--- src/rtl/cmp_share_sched.sv ---
// Round-robin scheduler sharing one registered magnitude comparator among NREQ
// requesters through a two-stage (capture, compare) valid/ready pipeline.
module cmp_share_sched #(
   parameter int unsigned NREQ  = 4,
   parameter int unsigned WIDTH = 32,
   parameter int unsigned IDW   = $clog2(NREQ)
) (
   input  logic                  clk,
   input  logic                  rst_n,
   input  logic [NREQ-1:0]       req_valid,
   output logic [NREQ-1:0]       req_ready,
   input  logic [NREQ*WIDTH-1:0] req_a,
   input  logic [NREQ*WIDTH-1:0] req_b,
   input  logic [NREQ*3-1:0]     req_op,
   output logic                  rsp_valid,
   input  logic                  rsp_ready,
   output logic [IDW-1:0]        rsp_id,
   output logic                  rsp_result,
   output logic                  rsp_eq,
   output logic                  busy,
   output logic [31:0]           done_cnt
);

   typedef enum logic [2:0] {
      OP_GTU = 3'd0, OP_GTS = 3'd1, OP_LTU = 3'd2, OP_LTS = 3'd3,
      OP_GEU = 3'd4, OP_GES = 3'd5, OP_LEU = 3'd6, OP_LES = 3'd7
   } cmp_op_e;

   logic [IDW-1:0]   ptr_q, ptr_d;
   logic [IDW-1:0]   gnt_idx, cand;
   logic             gnt_found, hs;
   logic             s1_accept, s2_accept;

   logic             s1_v_q;
   logic [WIDTH-1:0] s1_a_q, s1_b_q;
   cmp_op_e          s1_op_q;
   logic [IDW-1:0]   s1_id_q;

   logic             rsp_valid_q, rsp_result_q, rsp_eq_q;
   logic [IDW-1:0]   rsp_id_q;
   logic [31:0]      done_cnt_q;

   logic [WIDTH-1:0] cmp_a, cmp_b;
   logic             cmp_lt, cmp_eq, cmp_res;

   assign s2_accept = !rsp_valid_q || rsp_ready;
   assign s1_accept = !s1_v_q || s2_accept;

   always_comb begin
      gnt_found = 1'b0;
      gnt_idx   = '0;
      cand      = '0;
      for (int unsigned k = 0; k < NREQ; k++) begin
         cand = IDW'((32'(ptr_q) + k) % NREQ);
         if (!gnt_found && req_valid[cand]) begin
            gnt_found = 1'b1;
            gnt_idx   = cand;
         end
      end
   end

   assign hs        = gnt_found && s1_accept && rst_n;
   assign req_ready = hs ? (NREQ'(1) << gnt_idx) : '0;

   always_comb begin
      ptr_d = ptr_q;
      if (hs) ptr_d = (32'(gnt_idx) == NREQ - 1) ? '0 : gnt_idx + 1'b1;
   end

   // Signed compare reuses the unsigned comparator with both sign bits inverted.
   always_comb begin
      cmp_a = s1_a_q;
      cmp_b = s1_b_q;
      if (s1_op_q[0]) begin
         cmp_a[WIDTH-1] = ~s1_a_q[WIDTH-1];
         cmp_b[WIDTH-1] = ~s1_b_q[WIDTH-1];
      end
      cmp_lt = cmp_a < cmp_b;
      cmp_eq = s1_a_q == s1_b_q;
      unique case (s1_op_q)
         OP_GTU, OP_GTS: cmp_res = !cmp_lt && !cmp_eq;
         OP_LTU, OP_LTS: cmp_res = cmp_lt;
         OP_GEU, OP_GES: cmp_res = !cmp_lt;
         OP_LEU, OP_LES: cmp_res = cmp_lt || cmp_eq;
         default:        cmp_res = 1'b0;
      endcase
   end

   always_ff @(posedge clk or negedge rst_n) begin
      if (!rst_n) begin
         ptr_q   <= '0;
         s1_v_q  <= 1'b0;
         s1_a_q  <= '0;
         s1_b_q  <= '0;
         s1_op_q <= OP_GTU;
         s1_id_q <= '0;
      end else begin
         ptr_q <= ptr_d;
         if (hs) begin
            s1_v_q  <= 1'b1;
            s1_a_q  <= req_a[32'(gnt_idx)*WIDTH +: WIDTH];
            s1_b_q  <= req_b[32'(gnt_idx)*WIDTH +: WIDTH];
            s1_op_q <= cmp_op_e'(req_op[32'(gnt_idx)*3 +: 3]);
            s1_id_q <= gnt_idx;
         end else if (s1_v_q && s2_accept) begin
            s1_v_q <= 1'b0;
         end
      end
   end

   always_ff @(posedge clk or negedge rst_n) begin
      if (!rst_n) begin
         rsp_valid_q  <= 1'b0;
         rsp_result_q <= 1'b0;
         rsp_eq_q     <= 1'b0;
         rsp_id_q     <= '0;
         done_cnt_q   <= '0;
      end else begin
         if (s1_v_q && s2_accept) begin
            rsp_valid_q  <= 1'b1;
            rsp_result_q <= cmp_res;
            rsp_eq_q     <= cmp_eq;
            rsp_id_q     <= s1_id_q;
         end else if (rsp_ready) begin
            rsp_valid_q <= 1'b0;
         end
         if (rsp_valid_q && rsp_ready) done_cnt_q <= done_cnt_q + 32'd1;
      end
   end

   assign rsp_valid  = rsp_valid_q;
   assign rsp_result = rsp_result_q;
   assign rsp_eq     = rsp_eq_q;
   assign rsp_id     = rsp_id_q;
   assign busy       = s1_v_q || rsp_valid_q;
   assign done_cnt   = done_cnt_q;

endmodule

--- config.mk ---
export PLATFORM = sky130hd
export DESIGN_NAME = cmp_share_sched
export DESIGN_NICKNAME = d
export VERILOG_FILES = /design/src/rtl/cmp_share_sched.sv
export SDC_FILE = /design/constraint.sdc
export NUM_CORES = 1
export LEC_CHECK = 0
export CAP_MARGIN = 40
export CORE_ASPECT_RATIO = 2
export CORE_MARGIN = 2
export CORE_UTILIZATION = 47
export DETAILED_ROUTE_END_ITERATION = 10
export HOLD_SLACK_MARGIN = 0.1
export MAX_ROUTING_LAYER = met4
export PLACE_DENSITY = 0.87
export SYNTH_ARGS = -nofsm -noshare
export SYNTH_HDL_FRONTEND = slang
export SYNTH_SLANG_ARGS = --single-unit
export TNS_END_PERCENT = 5
--- constraint.sdc ---
create_clock -name clk -period 4.45 [get_ports clk]
set_clock_uncertainty 0.1 [all_clocks]
set_input_delay 0.89 -clock clk [delete_from_list [all_inputs] [get_ports clk]]
set_output_delay 0.89 -clock clk [all_outputs]
set_load 0.005 [all_outputs]
==> impl_metrics.env, run 1 <==
export IMPL_vias_per_cell=5.25
export IMPL_synth_top_area_cell="dfrtp_1"
export IMPL_setup_ws_ns=0.483
export IMPL_startpoint_type="input pin"
export IMPL_drtPass1Iterations=4
export IMPL_place_inst=1226
export IMPL_clockBufferDepth=2
export IMPL_root_buffer="clkbuf_16"
export IMPL_worstHoldPathType="reg2reg"
export IMPL_path_buf_inv=3
export IMPL_die_h_um=183
export IMPL_layout_common_cells="clkdlybuf4s50_1, mux2i_1, dfrtp_1"
export IMPL_async_reset_ff_share_pct=100
export IMPL_path_class="in2out"
export IMPL_io_pins=317
export IMPL_cap_violations=0
export IMPL_rsz0062_at_grt="false"
export IMPL_critPathArrivalTime_ns=2.98
export IMPL_avgSynthCellArea_um2=10.2
export IMPL_drive_gt1_share_pct=9.70
export IMPL_final_cells=1243
export IMPL_grt_pass1_vias=6775
export IMPL_layout_nets=1348
export IMPL_antenna_found_initial=1
export IMPL_portBuffers=316
export IMPL_routabilityCongestion=0.859
export IMPL_report_final_setup_viol=0
export IMPL_cts_resized_gates=0
export IMPL_synth_ff_type="dfrtp_1"
export IMPL_dp_slack_ns=0.490
export IMPL_syn_area_mm2=0.00754
export IMPL_finalCritPeriodShare_pct=89.2
export IMPL_cts_sinks=109
export IMPL_grt_use_total_pct=24.7
export IMPL_worstRegToRegCells=6
export IMPL_fin_crit_ns=3.97
export IMPL_rows=65
export IMPL_overflow=0
export IMPL_n_fill_cell=1213
export IMPL_die_area_mm2=0.0171
export IMPL_path_depth=8
export IMPL_cp_top_family="buffers and inverters"
export IMPL_slowest_delay_ns=0.52
export IMPL_cts_buffers=9
export IMPL_fin_area_mm2=0.0110
export IMPL_slew_violations=0
export IMPL_synth_seq_cells=109
export IMPL_max_freq_mhz=252
export IMPL_final_antenna_net_count=0
export IMPL_syn_to_final_growth_pct=45.5
export IMPL_area_sequential_mm2=0.00273
export IMPL_vias=6520
export IMPL_hpwlAfterDp_um=16900
export IMPL_fin_tns_setup_ns=0
export IMPL_core_area_mm2=0.0158
export IMPL_power_leakage_uw=0.00507
export IMPL_crit_chain="clkdlybuf4s50_1, mux2i_1, nor2_1, a311oi_4, inv_1, ha_1, and2_1, clkdlybuf4s50_1"
export IMPL_cts_tree="yes"
export IMPL_grt_max_degree=76
export IMPL_hold_viol=0
export IMPL_relSlewSlack_pct=41.2
export IMPL_tightest_slew_ns=0.874
export IMPL_fin_util_pct=69.5
export IMPL_drc=0
export IMPL_final_common_cell="clkdlybuf4s50_1"
export IMPL_synth_seq_area_share_pct=36.2
export IMPL_yosys_cell_types_count=39
export IMPL_htree_num_levels=3
export IMPL_syn_inst=738
export IMPL_wl_per_cell_um=16.6
export IMPL_grt_pass1_wl_um=32300
export IMPL_ir_worst_vdd_mv=0.283
export IMPL_synth_edf_count=0
export IMPL_worstPathRequired_ns=3.46
export IMPL_synth_top_area_share_pct=36.2
export IMPL_drtIter0Drc=143
export IMPL_die_w_um=93.6
export IMPL_crit_slowest_cell="clkdlybuf4s50_1"
export IMPL_cts_clk_slew_worst_paths_ns=0.08
export IMPL_syn_nets=1050
export IMPL_routed_wirelength_um=20700
export IMPL_synth_area_top_cells="dfrtp_1, mux2i_1, mux2_2"
export IMPL_crit_fanout=5
export IMPL_cp_end_kind="primary output"
export IMPL_power_density_mw_per_mm2=411
export IMPL_crit_top_cell="clkdlybuf4s50_1"
export IMPL_status="finished clean"
export IMPL_multi_input_area_mm2=0.00429
export IMPL_start_util_pct=47.8
export IMPL_whs_path_depth=1
export IMPL_cts_hold_buf=0
export IMPL_placed_cell_area_mm2=0.0107
export IMPL_yosys_warnings=0
export IMPL_clk_latency_ns=0.35
export IMPL_post_cts_buffers=0
stage by stage:
| step | total power (uW) | hold WS (ns) |
|---|---|---|
| 6_report | 4510 | 0.379 |
| 5_1_grt | 4870 | 0.405 |
| 4_1_cts | 4570 | 0.383 |
| 3_5_place_dp | 3780 | 0.369 |
| 3_3_place_gp | 3680 | 0.358 |
| 2_1_floorplan | 3180 | 0.346 |
power by group:
group          switching (uW)  leakage, uW  internal [uW]
Sequential                201      0.00138           1260
Clock                     386     0.000145            394
Combinational            1050      0.00354           1220
worst paths after layout:
| check | start | endpoint | slack, ns |
|---|---|---|---|
| max | req_valid[0] | req_ready[2] | 0.48 |
| min | done_cnt[31] | done_cnt[31] | 0.38 |
| max reg2reg | ptr_q[1] | s1_a_q[28] | 1.99 |
| min reg2reg | done_cnt[31] | done_cnt[31] | 0.38 |
| max in group asynchronous | rst_n | s1_b_q[21] | 2.47 |
| min in group asynchronous | rst_n | done_cnt[2] | 0.59 |
final cells by class:
cell class	instances	area share, %
multi-input combinational	554	39.1
antenna	1	0.0228
clock buffer	9	2.05
tap	201	2.29
inverter	37	1.27
clock inverter	7	0.616
sequential	109	24.9
timing repair buffer	325	29.8
synthesized netlist by cell type, types with 6 or more instances:
| library cell | count |
|---|---|
| dfrtp_1 | 109 |
| o21ai_0 | 13 |
| ha_1 | 37 |
| clkbuf_1 | 11 |
| mux2_2 | 70 |
| nand4_1 | 12 |
| o21ai_1 | 67 |
| nand2b_1 | 6 |
| buf_6 | 11 |
| nor2_1 | 14 |
| buf_12 | 10 |
| nand2_1 | 100 |
| xor2_1 | 13 |
| nand3_1 | 15 |
| inv_1 | 37 |
| xnor2_1 | 21 |
| a21oi_1 | 17 |
| mux2i_1 | 136 |
logic make-up (layout without fill, tap and decap cells):
group / count (synthesis) / after routing / synth area share [%]
other: 0 / 1 / 0
buffers and inverters: 75 / 378 / 7.25
AOI/OAI and AO/OA: 108 / 108 / 8.01
xor gates and xnor gates: 34 / 34 / 3.95
adders and majority gates: 37 / 37 / 6.14
DFF: 109 / 109 / 36.2
muxes: 206 / 206 / 28.5
and+or+nand+nor: 169 / 169 / 9.97
per-layer routing:
layer | global-route usage [%] | wire, um
met4 | 8.81 | 624
met2 | 47.7 | 12000
met3 | 3.70 | 980
met5 | - | 0
met1 | 24.4 | 7090
sequential cells by signal (all words and copies together), names as in the netlist, 2 cells and up:
signal,count
done_cnt,32
s1_op_q,3
ptr_q,2
rsp_id,2
s1_id_q,2
s1_a_q,32
s1_b_q,32
worst reg2reg max path, stage by stage, from the launching register on:
cell      delay [ns]
dfrtp_1         0.51
mux2i_1         0.23
nor2_1          0.08
a311oi_4        0.39
buf_4           0.51
mux2_2          0.45
o21ai_1         0.13
Power figures use the tool's default switching activity.
==> inputs of run 2 (changes only) <==
--- a/config.mk
+++ b/config.mk
@@ -10,9 +10,11 @@
 export CORE_MARGIN = 2
 export CORE_UTILIZATION = 47
 export DETAILED_ROUTE_END_ITERATION = 10
+export GPL_ROUTABILITY_DRIVEN = 0
 export HOLD_SLACK_MARGIN = 0.1
 export MAX_ROUTING_LAYER = met4
 export PLACE_DENSITY = 0.87
+export SKIP_CTS_REPAIR_TIMING = 1
 export SYNTH_ARGS = -nofsm -noshare
 export SYNTH_HDL_FRONTEND = slang
 export SYNTH_SLANG_ARGS = --single-unit
==> results of run 2 <==
The final DEF is identical to that of run 1; final timing and power are the same.
==> inputs of run 3 (changes only) <==
--- a/config.mk
+++ b/config.mk
@@ -7,11 +7,9 @@
 export LEC_CHECK = 0
 export CAP_MARGIN = 40
 export CORE_ASPECT_RATIO = 2
-export CORE_MARGIN = 2
 export CORE_UTILIZATION = 47
 export DETAILED_ROUTE_END_ITERATION = 10
-export GPL_ROUTABILITY_DRIVEN = 0
-export HOLD_SLACK_MARGIN = 0.1
+export GPL_ROUTABILITY_DRIVEN = 1
 export MAX_ROUTING_LAYER = met4
 export PLACE_DENSITY = 0.87
 export SKIP_CTS_REPAIR_TIMING = 1
==> impl_metrics.env, run 3 (synthesized netlist as in run 1, its figures left out) <==
export IMPL_final_antenna_net_count=0
export IMPL_r2r_start="ptr_q[1]"
export IMPL_tightest_slew_ns=0.831
export IMPL_fin_tns_setup_ns=0
export IMPL_cts_sinks=109
export IMPL_whs_path_depth=1
export IMPL_power_density_mw_per_mm2=412
export IMPL_r2r_slack_ns=1.77
export IMPL_p_seq_share_pct=32.4
export IMPL_switching_share_pct=36.2
export IMPL_layout_nets=1349
export IMPL_grt_pass1_wl_um=32400
export IMPL_start_util_pct=48.0
export IMPL_rows=65
export IMPL_wl_per_cell_um=16.4
export IMPL_antenna_found_initial=0
export IMPL_rsz0062_at_grt="false"
export IMPL_die_w_um=91.6
export IMPL_holdCritStartpoint="done_cnt[31]"
export IMPL_clkPwrFrac_pct=17.7
export IMPL_n_fill_cell=1235
export IMPL_drtPass1Iterations=4
export IMPL_path_class="in2out"
export IMPL_crit_top_cell="clkdlybuf4s50_1"
export IMPL_cts_clk_slew_worst_paths_ns=0.08
export IMPL_met1_length_um=6930
export IMPL_startpoint="req_valid[0]"
export IMPL_worstHoldPathType="reg2reg"
export IMPL_crit_slowest_cell="o41ai_1"
export IMPL_portBuffers=316
export IMPL_die_h_um=181
export IMPL_hpwlAfterDp_um=16600
export IMPL_worstRegToRegCells=6
export IMPL_cts_tree="yes"
export IMPL_wl_met2_um=11900
export IMPL_p_switching_uw=1640
export IMPL_holdPathEnd="done_cnt[31]"
export IMPL_diodes=0
export IMPL_status="finished clean"
export IMPL_ir_worst_vdd_mv=0.203
export IMPL_power_leakage_uw=0.00508
export IMPL_layout_common_cells="clkdlybuf4s50_1, mux2i_1, dfrtp_1"
export IMPL_top_layer="met4"
export IMPL_routed_wirelength_um=20300
export IMPL_overflow=0
export IMPL_area_sequential_mm2=0.00273
export IMPL_grt_max_degree=91
export IMPL_p_comb_share_pct=49.9
export IMPL_critPathArrivalTime_ns=3.01
export IMPL_clk_latency_ns=0.35
export IMPL_root_buffer="clkbuf_16"
export IMPL_clockBufferDepth=2
export IMPL_syn_to_final_growth_pct=46.0
export IMPL_vias_per_cell=5.21
export IMPL_grt_pass1_vias=6763
export IMPL_drtIter0Drc=162
export IMPL_wl_met3_um=852
export IMPL_crit_chain="clkdlybuf4s50_1, o41ai_1, a21oi_1, and2_1, clkdlybuf4s50_1"
export IMPL_cap_violations=0
export IMPL_drc=0
export IMPL_report_final_setup_viol=0
export IMPL_multi_input_area_mm2=0.00429
export IMPL_hold_slack_ns=0.371
export IMPL_fin_crit_ns=4.00
export IMPL_rr_endpoint="s1_b_q[0]"
export IMPL_cts_buffers=9
export IMPL_htree_num_levels=3
export IMPL_crit_fanout=5
export IMPL_p_int_uw=2890
export IMPL_core_area_mm2=0.0157
export IMPL_slew_violations=0
export IMPL_grt_use_total_pct=25.7
export IMPL_vias=6474
export IMPL_die_area_mm2=0.0166
export IMPL_routabilityCongestion=0.823
export IMPL_relSlewSlack_pct=44.6
export IMPL_io_pins=317
export IMPL_cp_end_kind="primary output"
export IMPL_slowest_delay_ns=0.74
export IMPL_max_freq_mhz=250
export IMPL_worstPathRequired_ns=3.46
export IMPL_startpoint_type="input pin"
export IMPL_hold_viol=0
export IMPL_finalCritPeriodShare_pct=89.8
export IMPL_final_common_cell="clkdlybuf4s50_1"
export IMPL_drive_gt1_share_pct=9.79
[run 3: cell types whose count changed in the layout (fill, tap and decap cells not counted), sizes merged]
| cell | before | now |
|---|---|---|
| clkbuf | 9 | 10 |
| clkinv | 4 | 3 |
| clkdlybuf4s18 | 0 | 1 |
| diode | 1 | 0 |
[run 3: power by group through the flow]
| stage | logic, uW | clock network (uW) | registers, uW |
|---|---|---|---|
| floorplan | 1760 | 0 | 1420 |
| global placement | 2210 | 0 | 1470 |
| detailed placement | 2280 | 0 | 1490 |
| CTS | 2300 | 817 | 1470 |
| global route | 2500 | 863 | 1510 |
| finish | 2260 | 804 | 1470 |
[run 3: layout make-up]
type,instances,share of cell area [%]
well taps,201,2.28
repair buffers,326,29.9
inverters,37,1.26
clock buffers,10,2.17
flip-flops and latches,109,24.8
multi-input cells,554,38.9
clock inverters,6,0.614
[run 3: worst max-delay path by stage]
stage	endpoint	slack, ns	cells after the start
after floorplan	req_ready[0]	1.32	7
after global placement	req_ready[1]	0.52	8
after detailed placement	req_ready[3]	0.47	5
after CTS	req_ready[1]	0.46	8
after global routing	req_ready[3]	0.35	5
final	req_ready[3]	0.45	5
[run 3: critical path: cells and delay by family]
family,cells,cell delay (ns)
compound gates,2,0.93
buf+inv,2,0.96
simple gates,1,0.22
[run 3: layer usage]
metal	GRT usage, %	vias up
li1	-	3187
met1	24.7	3026
met2	50.7	223
met3	3.16	38
met4	9.65	0
met5	-	-
[run 3: metrics by stage]
step	area [um2]	util [%]	power (uW)	cells	setup slack [ns]
2_1_floorplan	7540	-	3180	738	1.32
3_3_place_gp	10700	67.9	3690	1225	0.520
3_5_place_dp	10700	68.2	3770	1227	0.466
4_1_cts	11000	70.1	4590	1243	0.461
5_1_grt	11000	70.1	4870	1243	0.352
6_report	11000	70.1	4530	1243	0.453
